<file path="src/rtl/toggle_pkg.sv">
// Shared constants and types for the toggle-encoded event link.
package toggle_pkg;

    // Default synchronizer depth on the asynchronous toggle line.
    localparam int unsigned SYNC_STAGES_DEF = 2;

    // Default width of the pending-event counter.
    localparam int unsigned CNT_W_DEF = 4;

    // Receiver control state: settle the synchronizer, then decode edges.
    typedef enum logic {
        WARMUP = 1'b0,
        RUN    = 1'b1
    } rx_state_e;

endpackage : toggle_pkg

</file>
<file path="src/rtl/sync_chain.sv">
// Multi-flop synchronizer for a single asynchronous level.
// Shared between the toggle receiver and the matching transmitter.
module sync_chain #(
    parameter int unsigned DEPTH = 2
) (
    input  logic clk,
    input  logic rst,
    input  logic d_i,
    output logic q_o
);

    logic [DEPTH-1:0] sync_q;
    logic [DEPTH-1:0] sync_d;

    // Shift the incoming level one stage deeper each clock.
    always_comb begin
        sync_d = {sync_q[DEPTH-2:0], d_i};
    end

    // Synchronizer flops, cleared by the synchronous reset.
    always_ff @(posedge clk) begin
        if (rst) begin
            sync_q <= '0;
        end else begin
            sync_q <= sync_d;
        end
    end

    assign q_o = sync_q[DEPTH-1];

endmodule : sync_chain

</file>
<file path="src/rtl/toggle_event_rx.sv">
// Receiver for a toggle-encoded event line: synchronizes the remote level,
// turns every level change into one event and queues events in a saturating
// counter that a valid/ready consumer drains one at a time.
module toggle_event_rx
    import toggle_pkg::*;
#(
    parameter int unsigned SYNC_STAGES = SYNC_STAGES_DEF,
    parameter int unsigned CNT_W       = CNT_W_DEF
) (
    input  logic             clk,
    input  logic             rst,
    input  logic             tgl_in,
    input  logic             evt_ready,
    input  logic             clr_ovf,
    output logic             evt_valid,
    output logic [CNT_W-1:0] pend_cnt,
    output logic             overflow,
    output logic             armed
);

    // Warm-up counter must reach SYNC_STAGES+1.
    localparam int unsigned      WU_W    = $clog2(SYNC_STAGES + 2);
    localparam logic [WU_W-1:0]  WU_LAST = WU_W'(SYNC_STAGES);
    localparam logic [CNT_W-1:0] CNT_MAX = {CNT_W{1'b1}};

    rx_state_e        state_q;
    rx_state_e        state_d;
    logic [WU_W-1:0]  wu_cnt_q;
    logic [WU_W-1:0]  wu_cnt_d;
    logic             armed_q;
    logic             armed_d;

    logic             sync_out;
    logic             prev_q;
    logic             prev_d;
    logic [CNT_W-1:0] pend_q;
    logic [CNT_W-1:0] pend_d;
    logic             evt_valid_q;
    logic             evt_valid_d;
    logic             overflow_q;
    logic             overflow_d;

    logic             edge_c;
    logic             accept_c;
    logic             ovf_set_c;

    // Bring the asynchronous toggle level into the clk domain.
    sync_chain #(
        .DEPTH (SYNC_STAGES)
    ) u_sync (
        .clk (clk),
        .rst (rst),
        .d_i (tgl_in),
        .q_o (sync_out)
    );

    // Control state and warm-up counter registers.
    always_ff @(posedge clk) begin
        if (rst) begin
            state_q  <= WARMUP;
            wu_cnt_q <= '0;
            armed_q  <= 1'b0;
        end else begin
            state_q  <= state_d;
            wu_cnt_q <= wu_cnt_d;
            armed_q  <= armed_d;
        end
    end

    // Warm-up sequencing: count SYNC_STAGES+1 clocks, then decode forever.
    always_comb begin
        state_d  = state_q;
        wu_cnt_d = wu_cnt_q;
        armed_d  = 1'b0;
        case (state_q)
            WARMUP: begin
                wu_cnt_d = wu_cnt_q + WU_W'(1);
                if (wu_cnt_q == WU_LAST) begin
                    state_d = RUN;
                end
            end
            RUN: begin
                state_d = RUN;
                armed_d = 1'b1;
            end
            default: begin
                state_d = WARMUP;
            end
        endcase
    end

    // Event datapath registers.
    always_ff @(posedge clk) begin
        if (rst) begin
            prev_q      <= 1'b0;
            pend_q      <= '0;
            evt_valid_q <= 1'b0;
            overflow_q  <= 1'b0;
        end else begin
            prev_q      <= prev_d;
            pend_q      <= pend_d;
            evt_valid_q <= evt_valid_d;
            overflow_q  <= overflow_d;
        end
    end

    // Edge decode, saturating pending count and sticky overflow.
    always_comb begin
        prev_d    = sync_out;
        pend_d    = pend_q;
        ovf_set_c = 1'b0;
        edge_c    = (state_q == RUN) && (sync_out ^ prev_q);
        accept_c  = evt_valid_q && evt_ready;

        // An edge and an accept in the same clock cancel out.
        if (edge_c && !accept_c) begin
            if (pend_q == CNT_MAX) begin
                ovf_set_c = 1'b1;
            end else begin
                pend_d = pend_q + CNT_W'(1);
            end
        end else if (!edge_c && accept_c) begin
            pend_d = pend_q - CNT_W'(1);
        end

        evt_valid_d = (pend_d != '0);

        // A saturating edge takes priority over a clear in the same clock.
        if (ovf_set_c) begin
            overflow_d = 1'b1;
        end else if (clr_ovf) begin
            overflow_d = 1'b0;
        end else begin
            overflow_d = overflow_q;
        end
    end

    assign evt_valid = evt_valid_q;
    assign pend_cnt  = pend_q;
    assign overflow  = overflow_q;
    assign armed     = armed_q;

endmodule : toggle_event_rx

</file>
<file path="config.mk">
export PLATFORM = sky130hd
export DESIGN_NAME = toggle_event_rx
export DESIGN_NICKNAME = d
export VERILOG_FILES = /design/src/rtl/toggle_pkg.sv /design/src/rtl/sync_chain.sv /design/src/rtl/toggle_event_rx.sv
export SDC_FILE = /design/constraint.sdc
export NUM_CORES = 1
export LEC_CHECK = 0
export ABC_AREA = 1
export BUFFER_PORTS_ARGS = -buffer_cell sky130_fd_sc_hd__buf_2
export CAP_MARGIN = 5
export CELL_PAD_IN_SITES_DETAIL_PLACEMENT = 0
export CELL_PAD_IN_SITES_GLOBAL_PLACEMENT = 1
export CORE_AREA = 4 4 47 49
export CTS_CLUSTER_DIAMETER = 50
export DETAILED_ROUTE_END_ITERATION = 8
export DIE_AREA = 0 0 51 53
export HOLD_SLACK_MARGIN = 0.06
export PLACE_DENSITY_LB_ADDON = 0.1
export SLEW_MARGIN = 20
export SYNTH_ARGS = -nofsm -noshare
export SYNTH_HDL_FRONTEND = slang
export SYNTH_SLANG_ARGS = --single-unit
</file>
<file path="constraint.sdc">
create_clock -name clk -period 3.4 [get_ports clk]
set_input_delay 0.51 -clock clk [delete_from_list [all_inputs] [get_ports clk]]
set_output_delay 0.51 -clock clk [all_outputs]
set_load 0.01 [all_outputs]
</file>
==> flow_summary.ini <==
[run_status]
status = complete, no violations

[critical_path]
ff2ff_path_depth = 8
reg2reg_from = pend_cnt[0]$_SDFF_PP0_
worst-r2r-setup-slack_ns = 1.88
cp_cell_sequence = inv_1 -> ha_1 -> nand2_1 -> o21ai_0 -> nand2_1 -> nand3_1 -> o21bai_1 -> nand2_1
cpMostUsedCell = nand2_1
worstPathRequired_ns = 3.57
cp_max_fo = 7
critPathMaxStageDelay_ns = 0.44
worst_r2r_endpoint = evt_valid$_SDFF_PP0_
crit_slowest_cell = dfxtp_1
crit_type = reg2reg
critical_path_arrival_ns = 1.69
cp-start-kind = register
critPathTopFamily = flip-flops
path_buf_inv = 1
setup.worst_path.end_class = register

[yosys]
yosysWarnings = 0
synth_seq_cells = 13
syn_avg_cell_area_sq_um = 6.95
syn-num-nets = 103
synth_most_common_cell = nand2_1
synth_top_cell_by_area = dfxtp_1
synth_area_sq_um = 661
ys_top_cells_by_area = dfxtp_1 39%, nand2_1 11%, nand3_1 9.1%, inv_1 9.1%, nor2_1 6.3%
synth_edf_count = 0
synthArstFlopShare_pct = 0
syn_inst = 95
synth_ff_type = dfxtp_1
yosys.area.top_type_share_pct = 39.4
yosysUniqueCellTypes = 17
yosysSeqAreaShare_pct = 39.4
synth_common_cells = 20 x nand2_1, 16 x inv_1, 13 x dfxtp_1, 12 x nand3_1, 11 x nor2_1

[cts]
cts_tree = built
worstSkewPairLatency_ns = 0.27
postCtsHoldBufs = 0
post_cts_buffers = 0
cts.sink_count = 13
cts_buffers = 3
clock_path_buffers = 2
clkTransAtPathRegs_ns = 0.08
htreeDepth = 1
cts_resized = 0
cts-root-buf = clkbuf_4

[routing]
first_iter_violations = 7
ant_nets = 0
wirelength_mm = 1.40
dr.pass1.iters = 4
wire_per_inst_um = 10.4
drc = 0
vias_per_cell = 4.61
vias = 622

[hold_path]
min_path_type = reg2reg
hold_path_depth = 2
hp-start = u_sync.sync_q[0]$_SDFF_PP0_
min_to = u_sync.sync_q[1]$_SDFF_PP0_

[sta]
skew_ns = 0.000604
slew_headroom_pct = 80.2
worst_hold_slack_ns = 0.409
finalHoldViolCount = 0
rsz0062_at_grt = no
layout_worst_path_cycle_share_pct = 44.7
slew_viol_final = 0
max_freq_mhz = 659
post-route-min-period_ns = 1.52
worstMarginPinSlew_ns = 0.296
finalSetupViolCount = 0
setup-tns-final_ns = 0

[floorplan]
die-area_sq_um = 2700
fp.dieH_um = 53
pin_count = 12
core-area_sq_um = 1860
die_x_um = 51
rows = 16
initial_utilization_pct = 35.5

[final_layout]
final_util_pct = 41.1
design_area_sq_um = 764
nNetsFinal = 117
fin_cells = 135
drive_gt1_share_pct = 15.7
area_delta_synth_final_pct = 15.7
num_antenna_cells = 0

[global_routing]
grt_pass1_wl_mm = 2.37
antenna_found_initial = 0
grtUsageMet3_pct = 1.69
grt_overflow = 0
grt_use_total_pct = 11.7
use_met1_pct = 15.3
grt_pass1_vias = 559
grt_max_degree = 13
met2_usage_pct = 18.2
grt.busiest_layer = met2

[place]
place.gp.congestion = 0.884
place_area_sq_um = 738
portBuffers = 11
placed_cells = 131
hpwl_mm = 1.09

[power_and_ir_drop]
power_density_nw_per_um2 = 623
ir_worst_vdd_mv = 0.244
leakage_uw = 0.000373

[job]
drv_cap = 0
## state kept, by name (all words and copies together), names as in the netlist
register and count:
armed 1, evt_valid 1, overflow 1, pend_cnt 4
prev_q 1, state_q 1, u_sync.sync_q 2, wu_cnt_q 2
## logic make-up (layout without fill, tap and decap cells)
kind of cell               count (synthesis)  after routing  share of synthesized area [%]
AOI/OAI and AO/OA                         12             12                           10.6
adders and majority gates                  3              3                           5.68
buffers and inverters                     18             31                           10.8
DFF                                       13             13                           39.4
and+or+nand+nor                           49             49                           33.5
## worst max path at each step
stage	start	end	slack [ns]	cells past startpoint
3_5_place_dp	evt_ready	evt_valid$_SDFF_PP0_	1.80	7
2_1_floorplan	pend_cnt[0]$_SDFF_PP0_	evt_valid$_SDFF_PP0_	2.01	8
4_1_cts	pend_cnt[0]$_SDFF_PP0_	evt_valid$_SDFF_PP0_	1.86	8
6_report	pend_cnt[0]$_SDFF_PP0_	evt_valid$_SDFF_PP0_	1.88	8
3_3_place_gp	evt_ready	evt_valid$_SDFF_PP0_	1.80	7
5_1_grt	pend_cnt[0]$_SDFF_PP0_	evt_valid$_SDFF_PP0_	1.72	8
## area by class of cell
cell class	count	area (sq um)
Fill cell	230	1100
Clock buffer	4	26.3
Tap cell	27	33.8
Inverter	16	60.1
Sequential cell	13	260
Multi-Input combinational cell	64	329
Timing Repair Buffer	11	55.1
## worst reg2reg max path: cells and delay by family (launching register included)
family,cells,cell delay [ns]
flip-flops,1,0.44
adder cells (fa/ha/maj),1,0.32
AND/OR/NAND/NOR,4,0.31
AO/OA/AOI/OAI,2,0.25
buffers and inverters,1,0.09
## report_power, final
group          internal, uW  leakage [uW]  switching (uW)
Combinational          64.9      0.000251            98.9
Sequential              185      0.000107            33.9
Clock                  45.4     0.0000150            48.6
Total                   295      0.000373             181
## routing by layer
metal	vias up	routed length [um]
li1	332	-
met1	272	701
met2	14	613
met3	4	64
met4	0	20
met5	-	0
## cell usage in the layout (no fill, tap or decap), drive strengths merged
cell type	n
nand2	20
inv	16
nand3	14
dfxtp	13
nor2	12
buf	11
a21oi	4
clkbuf	4
nand4	3
o21ai	3
ha	3
o21bai	2
o22ai	1
o211ai	1
a31oi	1
## metrics by stage
step	power, uW	setup WS (ns)
4_1_cts	486	1.86
2_1_floorplan	340	2.01
5_1_grt	522	1.72
3_5_place_dp	387	1.80
3_3_place_gp	391	1.80
6_report	476	1.88
Note: power is estimated with default switching activity, not from simulation.
